$ cat config.mk
export PLATFORM = sky130hd
export DESIGN_NAME = regfile_write_scheduler_flat
export DESIGN_NICKNAME = d
export VERILOG_FILES = /design/src/rtl/regfile_write_scheduler_if.sv /design/src/rtl/regfile_write_scheduler.sv /design/src/flat_wrapper.sv
export SDC_FILE = /design/constraint.sdc
export NUM_CORES = 1
export LEC_CHECK = 0
export BUFFER_PORTS_ARGS = -buffer_cell sky130_fd_sc_hd__buf_2
export CORE_UTILIZATION = 46
export CTS_CLUSTER_SIZE = 12
export DETAILED_ROUTE_END_ITERATION = 8
export HOLD_SLACK_MARGIN = 0.1
export PLACE_DENSITY = 0.82
export SYNTH_ARGS = -nofsm -noshare
export SYNTH_HDL_FRONTEND = slang
export SYNTH_SLANG_ARGS = --single-unit
$ cat constraint.sdc
create_clock -name clk -period 2.2 [get_ports clk]
set_input_delay 0.55 -clock clk [delete_from_list [all_inputs] [get_ports clk]]
set_output_delay 0.55 -clock clk [all_outputs]
set_load 0.02 [all_outputs]
$ cat src/rtl/regfile_write_scheduler_if.sv
// Write-request bus between the two writeback requesters and the
// register-file write scheduler, plus the register-file write port.
interface regfile_write_scheduler_if #(
  parameter int ADDR_W = 5,
  parameter int DATA_W = 32
);
  logic              req0_valid;
  logic [ADDR_W-1:0] req0_addr;
  logic [DATA_W-1:0] req0_data;
  logic              req0_ready;
  logic              req1_valid;
  logic [ADDR_W-1:0] req1_addr;
  logic [DATA_W-1:0] req1_data;
  logic              req1_ready;
  logic              WE3;
  logic [ADDR_W-1:0] WA3;
  logic [DATA_W-1:0] WD3;

  // Requester side: offers writes, observes acceptance and the write port.
  modport master (
    output req0_valid, req0_addr, req0_data,
    output req1_valid, req1_addr, req1_data,
    input  req0_ready, req1_ready,
    input  WE3, WA3, WD3
  );

  // Scheduler side: accepts writes and drives the register-file write port.
  modport slave (
    input  req0_valid, req0_addr, req0_data,
    input  req1_valid, req1_addr, req1_data,
    output req0_ready, req1_ready,
    output WE3, WA3, WD3
  );
endinterface

$ cat src/rtl/regfile_write_scheduler.sv
// Single write-port owner for the 32x32 register file.
// After reset (or a clear request) it zero-fills x1..x31, one register per
// cycle, then arbitrates round-robin between the ALU (req0) and the load
// unit (req1). Grants are combinational; the write port is registered, so
// an accepted write appears on WE3/WA3/WD3 one edge later.
module regfile_write_scheduler #(
  parameter int ADDR_W = 5,
  parameter int DATA_W = 32,
  parameter int NREGS  = 32
) (
  input  logic                   clk,
  input  logic                   reset,
  input  logic                   clear_req,
  output logic                   busy,
  regfile_write_scheduler_if.slave bus
);

  typedef enum logic [0:0] {
    CLEAR = 1'b0,
    RUN   = 1'b1
  } state_t;

  localparam logic [ADDR_W-1:0] LAST_PTR  = ADDR_W'(NREGS - 1);
  localparam logic [ADDR_W-1:0] FIRST_PTR = ADDR_W'(1);

  state_t            state;
  state_t            state_next;
  logic [ADDR_W-1:0] ptr;
  logic              rr_last;    // index of the requester that won last
  logic              grant0;
  logic              grant1;
  logic [ADDR_W-1:0] win_addr;
  logic [DATA_W-1:0] win_data;
  logic              we3;
  logic [ADDR_W-1:0] wa3;
  logic [DATA_W-1:0] wd3;

  // FSM state register.
  always_ff @(posedge clk or negedge reset) begin
    if (!reset) begin
      state <= CLEAR;
    end else begin
      state <= state_next;
    end
  end

  // FSM next state: sweep ends after the last register, clear restarts it.
  always_comb begin
    state_next = state;
    case (state)
      CLEAR: begin
        if (ptr == LAST_PTR) begin
          state_next = RUN;
        end else begin
          state_next = CLEAR;
        end
      end
      RUN: begin
        if (clear_req) begin
          state_next = CLEAR;
        end else begin
          state_next = RUN;
        end
      end
      default: state_next = CLEAR;
    endcase
  end

  // FSM outputs: busy flag and round-robin grant (clear beats any request).
  always_comb begin
    busy   = 1'b0;
    grant0 = 1'b0;
    grant1 = 1'b0;
    case (state)
      CLEAR: begin
        busy = 1'b1;
      end
      RUN: begin
        if (clear_req) begin
          grant0 = 1'b0;
          grant1 = 1'b0;
        end else if (bus.req0_valid && bus.req1_valid) begin
          // Favour whichever requester did not win last.
          grant0 = rr_last;
          grant1 = ~rr_last;
        end else begin
          grant0 = bus.req0_valid;
          grant1 = bus.req1_valid;
        end
      end
      default: begin
        busy = 1'b1;
      end
    endcase
  end

  assign bus.req0_ready = grant0;
  assign bus.req1_ready = grant1;
  assign win_addr       = grant1 ? bus.req1_addr : bus.req0_addr;
  assign win_data       = grant1 ? bus.req1_data : bus.req0_data;

  // Sweep pointer and round-robin history.
  always_ff @(posedge clk or negedge reset) begin
    if (!reset) begin
      ptr     <= FIRST_PTR;
      rr_last <= 1'b1;
    end else begin
      case (state)
        CLEAR: begin
          ptr <= ptr + ADDR_W'(1);
        end
        RUN: begin
          if (clear_req) begin
            ptr <= FIRST_PTR;
          end else begin
            ptr <= ptr;
          end
          if (grant0) begin
            rr_last <= 1'b0;
          end else if (grant1) begin
            rr_last <= 1'b1;
          end else begin
            rr_last <= rr_last;
          end
        end
        default: begin
          ptr <= FIRST_PTR;
        end
      endcase
    end
  end

  // Registered write port: sweep zeros, or the winner's write; x0 never written.
  always_ff @(posedge clk or negedge reset) begin
    if (!reset) begin
      we3 <= 1'b0;
      wa3 <= '0;
      wd3 <= '0;
    end else if (state == CLEAR) begin
      we3 <= 1'b1;
      wa3 <= ptr;
      wd3 <= '0;
    end else if (grant0 || grant1) begin
      if (win_addr != '0) begin
        we3 <= 1'b1;
        wa3 <= win_addr;
        wd3 <= win_data;
      end else begin
        we3 <= 1'b0;
      end
    end else begin
      we3 <= 1'b0;
    end
  end

  assign bus.WE3 = we3;
  assign bus.WA3 = wa3;
  assign bus.WD3 = wd3;

endmodule

$ cat src/flat_wrapper.sv
// flat-port wrapper written by rule: the top's interface ports become plain ports
module regfile_write_scheduler_flat 
#(
  parameter int ADDR_W = 5,
  parameter int DATA_W = 32,
  parameter int NREGS  = 32
)
  (clk, reset, clear_req, busy, bus_req0_valid, bus_req0_addr, bus_req0_data, bus_req1_valid, bus_req1_addr, bus_req1_data, bus_req0_ready, bus_req1_ready, bus_WE3, bus_WA3, bus_WD3);
  regfile_write_scheduler_if #(.ADDR_W(ADDR_W), .DATA_W(DATA_W)) bus_i ();
  input  logic clk;
  input  logic reset;
  input  logic clear_req;
  output logic busy;
  input wire logic [$bits(bus_i.req0_valid)-1:0] bus_req0_valid;
  input wire logic [$bits(bus_i.req0_addr)-1:0] bus_req0_addr;
  input wire logic [$bits(bus_i.req0_data)-1:0] bus_req0_data;
  input wire logic [$bits(bus_i.req1_valid)-1:0] bus_req1_valid;
  input wire logic [$bits(bus_i.req1_addr)-1:0] bus_req1_addr;
  input wire logic [$bits(bus_i.req1_data)-1:0] bus_req1_data;
  output wire logic [$bits(bus_i.req0_ready)-1:0] bus_req0_ready;
  output wire logic [$bits(bus_i.req1_ready)-1:0] bus_req1_ready;
  output wire logic [$bits(bus_i.WE3)-1:0] bus_WE3;
  output wire logic [$bits(bus_i.WA3)-1:0] bus_WA3;
  output wire logic [$bits(bus_i.WD3)-1:0] bus_WD3;
  assign bus_i.req0_valid = bus_req0_valid;
  assign bus_i.req0_addr = bus_req0_addr;
  assign bus_i.req0_data = bus_req0_data;
  assign bus_i.req1_valid = bus_req1_valid;
  assign bus_i.req1_addr = bus_req1_addr;
  assign bus_i.req1_data = bus_req1_data;
  assign bus_req0_ready = bus_i.req0_ready;
  assign bus_req1_ready = bus_i.req1_ready;
  assign bus_WE3 = bus_i.WE3;
  assign bus_WA3 = bus_i.WA3;
  assign bus_WD3 = bus_i.WD3;
  regfile_write_scheduler #(.ADDR_W(ADDR_W), .DATA_W(DATA_W), .NREGS(NREGS)) u_core (.clk(clk), .reset(reset), .clear_req(clear_req), .busy(busy), .bus(bus_i));
endmodule
==> results of run 1 <==
## kinds of logic (layout without fill, tap and decap cells)
| kind of cell | after synthesis | in the layout | share of synthesized area [%] |
|---|---|---|---|
| adders and majority gates | 2 | 2 | 0.998 |
| AOI/OAI and AO/OA | 31 | 31 | 9.68 |
| DFF | 45 | 45 | 45.0 |
| and+or+nand+nor | 72 | 72 | 14.2 |
| muxes | 65 | 65 | 25.9 |
| xor gates and xnor gates | 1 | 1 | 0.349 |
| buffers and inverters | 16 | 137 | 3.84 |
## state kept, by name, summed over array words and instances (netlist names)
| name | flops |
|---|---|
| u_core.bus.WA3 | 5 |
| u_core.bus.WD3 | 32 |
| u_core.bus.WE3 | 1 |
| u_core.ptr | 5 |
| u_core.rr_last | 1 |
| u_core.state | 1 |
## layer usage
layer | GRT usage (%) | part of all wire [%] | vias up
met5 | 0 | 0 | -
met4 | 4.94 | 0.84 | 0
met3 | 4.23 | 5.2 | 6
met2 | 37.3 | 51 | 91
met1 | 25.7 | 43 | 1042
li1 | - | - | 1084
## cell type report
type | instances | area share [%]
clock inverters | 2 | 1.17
multi-input cells | 171 | 38.7
repair buffers | 126 | 20.8
inverters | 3 | 0.490
clock buffers | 6 | 2.19
flip-flops and latches | 45 | 34.1
well taps | 70 | 2.64
## synth_stat cells, types with 2 or more instances
library cell  count
a21oi_1           5
a221o_1           4
and2_1            5
buf_2             4
buf_6             3
clkbuf_1          4
dfrtp_1          43
dfstp_2           2
ha_1              2
mux2i_1          65
nand2_1          39
nand3_1           7
nand4_1           2
nor2_1            5
nor4_1            2
o21ai_0           7
o311ai_1          3
or3_1             2
## stage by stage
stage / power (mW) / area, um2 / utilization [%] / worst slack [ps] / hold slack, ps
after global routing: 2.59 / 3320 / 64.1 / 77.3 / 249
after CTS: 2.48 / 3310 / 64.0 / 71.6 / 231
after global placement: 1.82 / 3200 / 61.9 / 171 / 507
final: 2.45 / 3320 / 64.1 / 152 / 222
after floorplan: 1.55 / 2510 / - / 312 / 254
after detailed placement: 1.84 / 3200 / 61.9 / 104 / 513
## worst max path at each step
stage,start,endpoint,slack [ps],depth (start not counted)
4_1_cts,u_core.state,busy,70,3
3_5_place_dp,clear_req,u_core.bus.WD3[21],100,7
5_1_grt,u_core.state,bus_req1_ready,80,4
2_1_floorplan,bus_req0_addr[3],u_core.bus.WD3[2],310,4
3_3_place_gp,clear_req,bus_req1_ready,170,5
6_report,u_core.state,bus_req1_ready,150,4
## where the power goes
group / switching [mW] / internal (mW) / leakage [nW]
sequential: 0.119 / 0.974 / 0.597
combinational: 0.399 / 0.333 / 1.41
clock: 0.284 / 0.341 / 0.0554
## cell usage in the layout, fill, tap and decap left out, types with 2 or more instances in the layout
master,synthesis,layout
a21oi_1,5,5
o21ai_0,7,7
clkbuf_8,0,5
nand4_1,2,2
mux2i_1,65,65
nand2_1,39,39
nor4_1,2,2
buf_12,0,3
nor2_1,5,5
ha_1,2,2
nand3_1,7,7
and2_1,5,5
buf_2,4,119
o311ai_1,3,3
or3_1,2,2
a221o_1,4,4
buf_4,1,3
dfrtp_1,43,42
dfstp_2,2,2
==> results_dict.tcl, run 1 <==
set metrics [dict create \
    final_nets 433 \
    fmax_mhz 488 \
    hold_buffers 0 \
    antenna_found_initial 0 \
    cp.required_ps 1650 \
    start_util_pct 48.5 \
    coreArea_mm2 0.00517 \
    hold_viol 0 \
    worstReg2RegEnd "u_core.bus.WD3[18]" \
    grt_overflow 0 \
    dieArea_mm2 0.00575 \
    rsz0062_at_grt "false" \
    detail_route.wl_per_cell_um 13.8 \
    max_stage_delay_ps 450 \
    tightest_slew_ps 540 \
    ant_nets 0 \
    firstDrtPassIters 4 \
    h-tree-depth 2 \
    crit_path_end_kind "output port" \
    crit_path_max_fanout 11 \
    finalNonFillerCells 423 \
    p_leak_nw 2.06 \
    skew_ps 9.17 \
    fillers 417 \
    status "finished clean" \
    cp_cell_sequence "and3b_4 -> nand2_8 -> inv_6 -> buf_2" \
    min_period_over_period_pct 93.1 \
    gp_congestion 0.899 \
    synthArstFlopShare_pct 100 \
    ctsResizeCount 0 \
    vias 2223 \
    reg2reg_from "u_core.rr_last" \
    fin_setup_tns_ps 0 \
    cap_violations 0 \
    core.rowCount 26 \
    setup-violations-final 0 \
    synthTopCellsByArea "dfrtp_1, mux2i_1, nand2_1, dfstp_2, a221o_1" \
    clkSinkCount 45 \
    peakVddDrop_uv 431 \
    post-dp-hpwl_mm 4.43 \
    dr.first_iter.drc_count 103 \
    numCtsBuffers 5 \
    io_buffers 119 \
    yosysWarnings 0 \
    clk_latency_ps 300 \
    worstSetupPathType "flop to output port" \
    final_max_slew_viol_count 0 \
    grt_first_pass_wirelength_mm 8.98 \
    cp_num_buf_inv 2 \
    power.density_mw_per_mm2 739 \
    r2r_slack_ps 260 \
    avgSynthCellArea_um2 10.8 \
    layout-drive-gt1-share_pct 40.2 \
    fp.dieH_um 75.8 \
    post-route-drc-count 0 \
    maxSlewHeadroom_pct 64.0 \
    syn_nets 313 \
    first_global_vias 2024 \
    synth.distinct_cells 46 \
    arrival_ps 1500 \
    area_delta_synth_final_pct 32.3 \
    wirelength_mm 5.85 \
    diodes 0 \
    root_buffer "clkbuf_8" \
    grt.total_usage_pct 20.8 \
    grt_max_degree 42 \
    die_x_um 75.8 \
    min-delay-path-class "input port to asynchronous set/reset pin" \
    post_cts_buffers 0 \
    period_minus_slack_ps 2050 \
    yosys_register_bits 45 \
    synth_edf_count 0 \
    routed_via_density 5.26 \
    yosysTopAreaCell "dfrtp_1" \
    placed_cells 415 \
    boundaryPins 120 \
    ys.flop_type "dfrtp_1" \
    cts_tree "built" \
    syn_area_mm2 0.00251 \
    cts_buffer_depth 2 \
    worstSetupStartpointType "flop" \
    ys_seq_area_share_pct 45.0 \
    syn_inst 232 \
    multi_input_area_mm2 0.00128 \
    final-seq-area_mm2 0.00113 \
    clk_pin_slew_worst_paths_ps 90 \
    critPathTopFamily "simple AND/OR/NAND/NOR gates" \
    slowest_stage "dfrtp_2" \
    reg2regPathDepth 6 \
    synth_top_area_share_pct 42.9 \
]
Note: power is estimated with default switching activity, not from simulation.
==> run 2: changes to the inputs <==
CORE_MARGIN = 2   (was not set)
GPL_TIMING_DRIVEN = 0   (was not set)
==> run 2 against run 1 <==
Against the previous run: flip-flop and latch count did not move; clock skew fell by 5.5 ps; worst hold slack improved by 180 ps; via count fell by 0.18%; first-iteration DRC count fell by 20%; cell area fell by 1.3%; setup slack improved by 25 ps; largest power group unchanged.
==> results_dict.tcl, run 2 (same netlist as run 1, synthesis figures left out) <==
set metrics [dict create \
    status "finished clean" \
    cp_cell_sequence "buf_2 -> and2b_1 -> nand2_1 -> a21oi_1 -> buf_2" \
    min-delay-path-class "input port to asynchronous set/reset pin" \
    power.density_mw_per_mm2 700 \
    dr.first_iter.drc_count 82 \
    final_common_cell "buf_2" \
    finalNonFillerCells 429 \
    cp_common_cell "buf_2" \
    dieArea_mm2 0.00606 \
    rsz0062_at_grt "false" \
    tightest_slew_ps 966 \
    layout-drive-gt1-share_pct 39.3 \
    routed_via_density 5.17 \
    skew_ps 3.64 \
    post_cts_buffers 0 \
    antenna_found_initial 0 \
    hold_viol 0 \
    final_nets 439 \
    io_buffers 119 \
    clk_latency_ps 290 \
    h-tree-depth 2 \
    crit_path_max_fanout 10 \
    largest_reg_flops 32 \
    fp.dieH_um 77.8 \
    crit_path_end_kind "output port" \
    area_delta_synth_final_pct 30.6 \
    grt.total_usage_pct 19.3 \
    setup-violations-final 0 \
    grt_overflow 0 \
    grt_first_pass_wirelength_mm 9.42 \
    fin_total_pwr_mw 2.29 \
    stdcell_area_mm2 0.00327 \
    cts_tree "built" \
    clk_pin_slew_worst_paths_ps 80 \
    fin_ws_ps 177 \
    clkSinkCount 45 \
    hold_buffers 0 \
    boundaryPins 120 \
    arrival_ps 1470 \
    slowest_stage "dfrtp_1" \
    placed_cells 421 \
    start_util_pct 48.5 \
    worstSetupPathType "flop to output port" \
    gp_congestion 0.912 \
    post-route-drc-count 0 \
    fmax_mhz 494 \
    worstSetupStartpointType "flop" \
    ant_nets 0 \
    numCtsBuffers 5 \
    ctsResizeCount 0 \
    final_max_slew_viol_count 0 \
    reg2regPathDepth 6 \
    min_period_over_period_pct 91.9 \
    place_ws_ps -22.9 \
    cap_violations 0 \
    max_stage_delay_ps 370 \
    diodes 0 \
    grt_max_degree 46 \
    detail_route.wl_per_cell_um 13.4 \
    wirelength_mm 5.74 \
    die_x_um 77.8 \
    utilization_pct 63.3 \
    coreArea_mm2 0.00517 \
    root_buffer "clkbuf_8" \
    firstDrtPassIters 4 \
    vias 2219 \
    first_global_vias 2146 \
    cp.required_ps 1650 \
    post-dp-hpwl_mm 4.44 \
    p_leak_nw 2.04 \
    period_minus_slack_ps 2020 \
    layout_common_cells "buf_2, mux2i_1, dfrtp_1" \
    core.rowCount 26 \
    maxSlewHeadroom_pct 35.6 \
    dpl-instance-area_mm2 0.00319 \
    peakVddDrop_uv 400 \
    cts_buffer_depth 2 \
]
## run 2: cell count changes in the layout (fill, tap and decap cells not counted), sizes merged
cell	delta
clkbuf	+5
buf	+2
bufinv	-1
clkinv	-1
clkinvlp	+1
## run 2: path summary, 6_finish.rpt
kind | start | end | slack, ps
worst max-delay path | u_core.state | bus_req0_ready | 180
worst min-delay path | reset | u_core.bus.WA3[3] | 410
worst max register to register | u_core.rr_last | u_core.bus.WD3[27] | 270
worst min register to register | u_core.bus.WD3[18] | u_core.bus.WD3[18] | 530
max in group asynchronous | reset | u_core.state | 1190
min in group clk | clear_req | u_core.ptr[1] | 490
## run 2: area by class of cell
type                       instances  area [um2]
fill                             451        1900
multi-input combinational        171        1280
sequential                        45        1130
timing repair buffer             119         596
tap                               70        87.6
buffer                            13        80.1
clock buffer                       7        76.3
inverter                           3        16.3
clock inverter                     1        7.51
## run 2: routing by layer
layer  vias to the layer above  track usage (%)  part of all wire [%]
li1                       1094                -                     -
met1                      1038             23.6                    42
met2                        82             33.9                    50
met3                         5             5.00                   7.4
met4                         0             4.64                  0.96
met5                         -                0                     0
## run 2: critical path: cells and delay by family (launching register included)
family          cells  cell delay, ps
compound gates      1             110
buf+inv             2             380
flops               1             370
simple gates        2             320
## run 2: through the flow
stage               setup TNS (ps)  hold WS (ps)
finish                           0           406
global route                     0           481
CTS                              0           451
detailed placement           -58.9           522
global placement                 0           502
floorplan                        0           254
## run 2: power breakdown
| part | internal [mW] | switching, mW |
|---|---|---|
| sequential | 0.973 | 0.105 |
| clock | 0.225 | 0.269 |
| combinational | 0.324 | 0.397 |
| total | 1.52 | 0.771 |
==> run 3: changes to the inputs <==
RECOVER_POWER = 50   (was not set)
==> run 3 against run 2 <==
Against the previous run: non-clock buffer count did not move; largest cell class unchanged; register-to-register slack barely moved; first-iteration DRC count rose by 26%.
==> results_dict.tcl, run 3 (same netlist as run 1, synthesis figures left out) <==
set metrics [dict create \
    status "finished clean" \
    root_buffer "clkbuf_8" \
    dpl-instance-area_mm2 0.00319 \
    p_leak_nw 1.98 \
    final_common_cell "buf_2" \
    boundaryPins 120 \
    multi_input_area_mm2 0.00128 \
    final_nets 439 \
    period_minus_slack_ps 2020 \
    tightest_slew_ps 1080 \
    cp_cell_sequence "buf_2 -> and2b_1 -> nand2_1 -> a21oi_1 -> buf_2" \
    rsz0062_at_grt "false" \
    dieArea_mm2 0.00606 \
    antenna_found_initial 0 \
    routed_via_density 5.21 \
    peakVddDrop_uv 395 \
    first_global_vias 2146 \
    coreArea_mm2 0.00517 \
    cts_buffer_depth 2 \
    largest_reg_flops 32 \
    grt_overflow 0 \
    numCtsBuffers 5 \
    share_seq_of_total_power_pct 47.4 \
    setup-violations-final 0 \
    place_ws_ps -22.9 \
    fillers 455 \
    post-dp-hpwl_mm 4.44 \
    placed_cells 421 \
    fp.dieH_um 77.8 \
    cts_tree "built" \
    fin_setup_tns_ps 0 \
    intPower_mw 1.51 \
    clkSinkCount 45 \
    vias 2235 \
    crit_path_end_kind "output port" \
    detail_route.wl_per_cell_um 13.4 \
    min_period_over_period_pct 92.0 \
    cp.required_ps 1650 \
    skew_ps 3.65 \
    post-route-drc-count 0 \
    hold_viol 0 \
    wirelength_mm 5.76 \
    dr.first_iter.drc_count 103 \
    final_max_slew_viol_count 0 \
    clk_latency_ps 290 \
    cp_common_cell "buf_2" \
    max_stage_delay_ps 370 \
    power.density_mw_per_mm2 701 \
    io_buffers 119 \
    stdcell_area_mm2 0.00326 \
    p_sw_uw 775 \
    diodes 0 \
    h-tree-depth 2 \
    clkPwrFrac_pct 21.6 \
    ctsResizeCount 0 \
    fmax_mhz 494 \
    die_x_um 77.8 \
    start_util_pct 48.5 \
    post_cts_buffers 0 \
    grt_first_pass_wirelength_mm 9.42 \
    hold_buffers 0 \
    switching_share_pct 34.0 \
    p_comb_share_pct 31.0 \
    worstSetupPathType "flop to output port" \
    whs_ps 444 \
    utilization_pct 62.9 \
    layout-drive-gt1-share_pct 35.1 \
    core.rowCount 26 \
    area_delta_synth_final_pct 29.8 \
    crit_path_max_fanout 10 \
    clk_pin_slew_worst_paths_ps 80 \
    ant_nets 0 \
    worstSetupStartpointType "flop" \
    min-delay-path-class "input port to asynchronous set/reset pin" \
    cap_violations 0 \
    slowest_stage "dfrtp_1" \
    grt.total_usage_pct 19.3 \
    fin_ws_ps 175 \
    finalNonFillerCells 429 \
    grt_max_degree 46 \
    layout_common_cells "buf_2, mux2i_1, dfrtp_1" \
    maxSlewHeadroom_pct 27.9 \
    final-seq-area_mm2 0.00113 \
    arrival_ps 1470 \
    firstDrtPassIters 4 \
    fin_total_pwr_mw 2.28 \
    gp_congestion 0.912 \
]
-- run 3: cell types whose count changed in the layout (fill, tap and decap cells not counted) --
cell	before	now
clkbuf_1	6	21
buf_2	123	107
clkbuf_2	0	1
-- run 3: cell type report --
class / instances / area share, %
repair buffers: 119 / 17.7
clock inverters: 1 / 0.231
plain buffers: 13 / 2.46
clock buffers: 7 / 2.34
multi-input cells: 171 / 39.4
inverters: 3 / 0.500
well taps: 70 / 2.69
flip-flops and latches: 45 / 34.7
-- run 3: final timing paths --
| kind | slack [ps] | startpoint | cells past startpoint | to |
|---|---|---|---|---|
| setup / recovery | 180 | u_core.state | 5 | bus_req0_ready |
| hold / removal | 440 | reset | 1 | u_core.bus.WA3[3] |
| setup reg to reg | 260 | u_core.rr_last | 6 | u_core.bus.WD3[27] |
| hold reg to reg | 530 | u_core.rr_last | 2 | u_core.rr_last |
| max in group asynchronous | 1090 | reset | 1 | u_core.state |
| min in group clk | 490 | clear_req | 2 | u_core.ptr[1] |
-- run 3: critical path, delay by kind of cell (launching register included) --
family / cells / cell delay (ps)
AND/OR/NAND/NOR: 2 / 320
buffers and inverters: 2 / 380
AO/OA/AOI/OAI: 1 / 110
flip-flops: 1 / 370
-- run 3: metal layers --
| metal | GRT usage [%] | up-vias | routed length (um) |
|---|---|---|---|
| li1 | - | 1094 | - |
| met3 | 5.00 | 7 | 447 |
| met1 | 23.6 | 1040 | 2380 |
| met4 | 4.64 | 0 | 63 |
| met5 | 0 | - | 0 |
| met2 | 33.9 | 94 | 2870 |
-- run 3: power by group through the flow --
stage               sequential [mW]  combinational [mW]  clock [mW]
floorplan                      1.16               0.390           0
global placement               1.09               0.711           0
detailed placement             1.09               0.727           0
CTS                            1.08               0.730       0.511
global route                   1.10               0.776       0.560
finish                         1.08               0.706       0.494
